<file path="src/rtl/wake_vote.sv">
// wake_vote: keyword-spotting wake decision with majority vote and holdoff.
//
// Each accepted beat carries NUM_CLASSES signed scores. The beat's argmax
// class is found, a wake vote (argmax == WAKE_CLASS) is shifted into a
// WINDOW-deep history, and a wake fires when at least VOTES of the history
// bits are set and no holdoff is active. A fire clears the history and loads
// a holdoff down-counter that suppresses the next HOLDOFF accepted beats.
//
// Ports:
//   clk_i    - clock
//   rst_n_i  - asynchronous active-low reset
//   data_i   - packed scores, class k at [k*I_BW +: I_BW]
//   valid_i  - input beat valid
//   last_i   - last beat of a session; vote state clears after it
//   ready_o  - input ready (!valid_o || ready_i)
//   class_o  - argmax class of the beat (lowest index wins ties)
//   wake_o   - wake decision of the beat
//   last_o   - registered last_i
//   valid_o  - output beat valid
//   ready_i  - downstream ready
module wake_vote #(
  parameter int I_BW        = 32,
  parameter int NUM_CLASSES = 2,
  parameter int WAKE_CLASS  = 1,
  parameter int WINDOW      = 4,
  parameter int VOTES       = 3,
  parameter int HOLDOFF     = 2,
  localparam int CW         = (NUM_CLASSES > 2) ? $clog2(NUM_CLASSES) : 1
) (
  input  logic                        clk_i,
  input  logic                        rst_n_i,
  input  logic [NUM_CLASSES*I_BW-1:0] data_i,
  input  logic                        valid_i,
  input  logic                        last_i,
  output logic                        ready_o,
  output logic [CW-1:0]               class_o,
  output logic                        wake_o,
  output logic                        last_o,
  output logic                        valid_o,
  input  logic                        ready_i
);

  localparam int CNTW = $clog2(WINDOW + 1);
  localparam logic [CW-1:0]   WAKE_C  = CW'(WAKE_CLASS);
  localparam logic [CNTW-1:0] VOTES_C = CNTW'(VOTES);
  localparam logic [7:0]      HOLD_C  = 8'(HOLDOFF);

  logic              valid_q, valid_d;
  logic [CW-1:0]     class_q, class_d;
  logic              wake_q, wake_d;
  logic              last_q, last_d;
  logic [WINDOW-1:0] hist_q, hist_d;
  logic [7:0]        hold_q, hold_d;

  logic                   accept;
  logic [CW-1:0]          best_idx;
  logic signed [I_BW-1:0] best_val;
  logic [WINDOW-1:0]      hist_upd;
  logic [CNTW-1:0]        vote_cnt;
  logic                   fire;

  assign ready_o = !valid_q || ready_i;
  assign accept  = valid_i && ready_o;

  // Strict greater-than keeps the lowest index on ties.
  always_comb begin
    best_idx = '0;
    best_val = $signed(data_i[0 +: I_BW]);
    for (int k = 1; k < NUM_CLASSES; k++) begin
      if ($signed(data_i[k*I_BW +: I_BW]) > best_val) begin
        best_val = $signed(data_i[k*I_BW +: I_BW]);
        best_idx = CW'(k);
      end
    end
  end

  always_comb begin
    hist_upd    = hist_q << 1;
    hist_upd[0] = (best_idx == WAKE_C);
    vote_cnt    = '0;
    for (int i = 0; i < WINDOW; i++) begin
      vote_cnt = vote_cnt + CNTW'(hist_upd[i]);
    end
    fire = (vote_cnt >= VOTES_C) && (hold_q == 8'd0);
  end

  always_comb begin
    valid_d = valid_q;
    class_d = class_q;
    wake_d  = wake_q;
    last_d  = last_q;
    hist_d  = hist_q;
    hold_d  = hold_q;
    if (accept) begin
      valid_d = 1'b1;
      class_d = best_idx;
      wake_d  = fire;
      last_d  = last_i;
      if (hold_q != 8'd0) begin
        // Suppressed beats cast no vote, so a fresh run of VOTES wake
        // beats is needed once the holdoff expires.
        hold_d = hold_q - 8'd1;
      end else if (fire) begin
        hist_d = '0;
        hold_d = HOLD_C;
      end else begin
        hist_d = hist_upd;
      end
      if (last_i) begin
        hist_d = '0;
        hold_d = 8'd0;
      end
    end else if (ready_i) begin
      valid_d = 1'b0;
    end
  end

  always_ff @(posedge clk_i or negedge rst_n_i) begin
    if (!rst_n_i) begin
      valid_q <= 1'b0;
      class_q <= '0;
      wake_q  <= 1'b0;
      last_q  <= 1'b0;
      hist_q  <= '0;
      hold_q  <= 8'd0;
    end else begin
      valid_q <= valid_d;
      class_q <= class_d;
      wake_q  <= wake_d;
      last_q  <= last_d;
      hist_q  <= hist_d;
      hold_q  <= hold_d;
    end
  end

  assign valid_o = valid_q;
  assign class_o = class_q;
  assign wake_o  = wake_q;
  assign last_o  = last_q;

endmodule

</file>
<file path="config.mk">
export PLATFORM = sky130hd
export DESIGN_NAME = wake_vote
export DESIGN_NICKNAME = d
export VERILOG_FILES = /design/src/rtl/wake_vote.sv
export SDC_FILE = /design/constraint.sdc
export NUM_CORES = 1
export LEC_CHECK = 0
export ABC_AREA = 1
export BUFFER_PORTS_ARGS = -buffer_cell sky130_fd_sc_hd__buf_2
export CORE_UTILIZATION = 30
export CTS_CLUSTER_DIAMETER = 200
export DETAILED_ROUTE_END_ITERATION = 8
export PLACE_DENSITY_LB_ADDON = 0.08
export SYNTH_ARGS = -nofsm -noshare
export SYNTH_HDL_FRONTEND = slang
export SYNTH_SLANG_ARGS = --single-unit
export TNS_END_PERCENT = 50
</file>
<file path="constraint.sdc">
create_clock -name clk_i -period 4.35 [get_ports clk_i]
set_input_delay 0 -clock clk_i [delete_from_list [all_inputs] [get_ports clk_i]]
set_output_delay 0 -clock clk_i [all_outputs]
set_load 0.05 [all_outputs]
</file>
==> metrics.sh <==
STATUS='finished clean'
DIE_H_UM=77.0
TOP_LEVEL_PORTS=74
CRITICAL_PATH.STARTPOINT='data_i[31]'
POWER.DENSITY_nW_PER_UM2=289
LAYOUT_COMMONEST_CELL='sky130_fd_sc_hd__buf_2'
WORST_HOLD_PATH_TYPE='input pin to register'
GRT_ANTENNA_BEFORE_REPAIR=0
GRT_UTIL_OVERALL_PCT=13.0
DRT_DRC_VIOLATIONS_LEFT=0
DIE_AREA_UM2=5930
MET3WIRELENGTH_UM=166
AREA.SEQUENTIAL_UM2=375
SYNTHTOLAYOUTAREAGROWTH_PCT=30.8
TRITONCTS='done'
ANT_NETS=0
FINALCLOCKSKEW_NS=0.00310
DETAIL_ROUTE.FIRST_PASS.ITERATIONS=4
POST-ROUTE-UTIL_PCT=41.9
SYNTHESIS.NETS=341
ROWS=26
CORE_UM2=5270
MAXSLEWHEADROOM_PCT=65.6
NETLIST_AREA_UM2=1690
SETUP.WORST_PATH.START_CLASS='input pin'
FINALCRITPERIODSHARE_PCT=70.8
NUMBER_OF_CELLS_AFTER_DETAILED_PLACEMENT=377
NUMBER_OF_INSTANCES_IN_THE_SYNTHESIZED_NETLIST=234
GP_CONGESTION=0.767
PATH_MAX_FANOUT=5
PLACE.PORT_BUFFERS=73
WORSTHOLDSTART='ready_i'
CTS_HTREE_LEVELS=1
VIOLATION_COUNT_AFTER_THE_FIRST_DETAILED_ROUTE_ITERATION=28
TIMING.FINAL.MAX_SLEW_VIOLATIONS=0
LEAKAGE_POWER_nW=1.34
SYNTH.FF_LATCH_COUNT=15
POST_DRT_WL_PER_CELL_UM=8.95
REQUIRED_NS=4.46
SYNTH_TOP_AREA_CELL='sky130_fd_sc_hd__ha_1'
SYNTH.LIB_CELLS_USED.DISTINCT=27
TRITONCTS.NUM_BUFFERS=3
FINAL_PERIOD_MINUS_WORST_SETUP_SLACK_NS=3.08
REGTOREGSTARTPOINT='hist_q[0]$_DFFE_PN0P_'
DETAILROUTE.VIA_COUNT=1609
CAP_VIOL_MAX_COUNT=0
YOSYSWARNINGS=0
POST_LAYOUT_CELL_COUNT=383
DRT-TOTAL-WL_UM=3430
FINAL.FILL_COUNT=571
CLOCK_NET_SINK_COUNT=15
DETAILED_PLACE_HPWL_UM=3040
INITIAL_CORE_UTILIZATION_PCT=32.0
TIMING_HOLD_VIOLATIONS_FINAL=0
DETAIL_ROUTE.VIAS_PER_CELL=4.20
SEQ_AREA_FRAC_SYNTH_PCT=22.3
POSTCTSSETUPBUFFERS=0
POST-SYNTH-TOP-AREA-FRACTION_PCT=27.4
ROOT_BUFFER='sky130_fd_sc_hd__clkbuf_8'
CTS.REPORTEDPATHS.CLKPINSLEW_NS=0.06
SETUP_WS_NS=1.27
WL_MET1_UM=1740
PRECTSSETUPSLACK_NS=1.01
CLASSIFICATION_OF_THE_WORST_SETUP_PATH='input pin to register'
MAXIMUM_NUMBER_OF_PINS_ON_ONE_NET_BEFORE_GLOBAL_ROUTE_REPAIR=16
FINALSETUPTNS_NS=0
WORST-ENDPOINT-ARRIVAL_NS=3.19
CLK_PATH_BUF_DEPTH=2
FIRST_GLOBAL_VIAS=1603
RSZ_0062_RAISED_AFTER_GLOBAL_ROUTING='no'
GR-TOTAL-OVERFLOW=0
INSERTEDDIODECOUNT=0
WL_MET2_UM=1510
CP-END-KIND='register'
FMAX_MHz=325
YOSYS-TOP-CELLS-AREA='sky130_fd_sc_hd__ha_1 27%, sky130_fd_sc_hd__dfrtp_1 22%, sky130_fd_sc_hd__nand2_1 12%'
COMMONEST_NON_FILL_NON_TAP_CELLS_IN_THE_LAYOUT='73 x sky130_fd_sc_hd__buf_2, 52 x sky130_fd_sc_hd__nand2_1, 46 x sky130_fd_sc_hd__inv_1'
FINAL_LAYOUT_SIZE_SUFFIX_GT1_SHARE_PCT=28.8
ROUTED.TOP_LAYER='met4'
WORST_PIN_SLEW_NS=0.516
MULTIINPUTGATEAREA_UM2=1120
DIEWIDTH_UM=77.0
REPORT.FINAL.SETUP_VIOL=0
GRT_PASS1_WL_UM=6470
INSERTION_DELAY_NS=0.24
VDD_IR_DROP_MAX_uV=121
SYN_AVG_CELL_AREA_UM2=7.21
FINALNETCOUNT=421
TOTAL_POWER_mW=0.637
==> layer usage <==
metal | GRT usage, % | vias up
met2 | 22.4 | 44
met5 | 0 | -
met3 | 1.67 | 2
li1 | - | 907
met1 | 17.5 | 656
met4 | 2.26 | 0
==> sequential cells by signal, summed over array words and instances, names as in the netlist <==
register	count
hist_q	3
hold_q	8
wake_o	1
class_o	1
valid_o	1
last_o	1
==> cells in the mapped netlist <==
cell,n
sky130_fd_sc_hd__nand2_2,3
sky130_fd_sc_hd__dfrtp_1,15
sky130_fd_sc_hd__and3_1,1
sky130_fd_sc_hd__inv_4,1
sky130_fd_sc_hd__nand4_1,7
sky130_fd_sc_hd__o31ai_1,1
sky130_fd_sc_hd__nor2_2,2
sky130_fd_sc_hd__fa_1,1
sky130_fd_sc_hd__a22o_1,1
sky130_fd_sc_hd__inv_2,3
sky130_fd_sc_hd__nand2_4,1
sky130_fd_sc_hd__nor2_4,1
sky130_fd_sc_hd__o21a_1,2
sky130_fd_sc_hd__a21oi_1,16
sky130_fd_sc_hd__inv_1,46
sky130_fd_sc_hd__ha_1,37
sky130_fd_sc_hd__xor2_1,5
sky130_fd_sc_hd__nor4_2,1
sky130_fd_sc_hd__o21ai_0,5
sky130_fd_sc_hd__nor2_1,22
sky130_fd_sc_hd__o21bai_1,1
sky130_fd_sc_hd__nand3_1,6
sky130_fd_sc_hd__a21o_1,1
sky130_fd_sc_hd__clkinv_1,1
sky130_fd_sc_hd__nand3_2,1
sky130_fd_sc_hd__nand2_1,52
sky130_fd_sc_hd__o21ai_1,1
==> metrics by stage <==
step	cell area [µm²]	hold slack [ns]
final	2210	0.0351
after floorplan	1690	-0.296
after CTS	2210	0.0324
after global placement	2140	-0.0700
after global routing	2210	0.0836
after detailed placement	2140	-0.0696
==> worst max-delay path, stage by stage <==
cell                       delay (ns)
sky130_fd_sc_hd__buf_2           0.08
sky130_fd_sc_hd__inv_1           0.03
sky130_fd_sc_hd__ha_1            0.33
sky130_fd_sc_hd__nand2_1         0.10
sky130_fd_sc_hd__nor2_1          0.14
sky130_fd_sc_hd__nand2_1         0.09
sky130_fd_sc_hd__nor4_2          0.20
sky130_fd_sc_hd__nand2_1         0.11
sky130_fd_sc_hd__nand2_1         0.07
sky130_fd_sc_hd__nand2_1         0.07
sky130_fd_sc_hd__and3_1          0.16
sky130_fd_sc_hd__fa_1            0.43
sky130_fd_sc_hd__ha_1            0.21
sky130_fd_sc_hd__ha_1            0.28
sky130_fd_sc_hd__nand2_1         0.04
sky130_fd_sc_hd__o21bai_1        0.16
sky130_fd_sc_hd__nand2_2         0.09
sky130_fd_sc_hd__nand3_2         0.09
sky130_fd_sc_hd__nand2_4         0.08
sky130_fd_sc_hd__inv_4           0.08
sky130_fd_sc_hd__nand2_2         0.06
sky130_fd_sc_hd__nor2_2          0.09
sky130_fd_sc_hd__xor2_1          0.14
sky130_fd_sc_hd__nor2_1          0.05
==> report_power, final <==
group	leakage (nW)	internal, mW	switching [mW]
sequential	0.195	0.178	0.0306
combinational	1.12	0.130	0.189
clock	0.0255	0.0632	0.0472
==> repair_timing <==
item,in CTS,in global routing
endpoints found under the hold margin,16,0
hold buffers,2,0
resized for setup,0,0
==> layout make-up <==
type,instances,area share [%]
clock buffers,3,1.87
well taps,70,3.97
inverters,51,8.79
repair buffers,75,17.5
clock inverters,1,0.227
multi-input cells,168,50.7
flip-flops and latches,15,17.0
==> kinds of logic (layout without fill, tap and decap cells) <==
family	after synthesis	after routing	share of synthesized area, %
xor gates and xnor gates	5	5	2.60
DFF	15	15	22.3
AOI/OAI and AO/OA	28	28	9.27
buffers and inverters	51	130	11.5
adders and majority gates	38	38	28.6
and+or+nand+nor	97	97	25.7
==> path summary, 6_finish.rpt <==
kind,end,slack (ns),cells past startpoint
min in group asynchronous,class_o$_DFFE_PN0P_,0.19,2
setup reg to reg,hold_q[6]$_DFFE_PN0P_,1.95,13
hold reg to reg,class_o$_DFFE_PN0P_,0.48,2
setup / recovery,hold_q[6]$_DFFE_PN0P_,1.27,24
hold / removal,valid_o$_DFFE_PN0P_,0.04,4
max in group asynchronous,hold_q[2]$_DFFE_PN0P_,3.91,2
(Power assumes the default switching activity.)
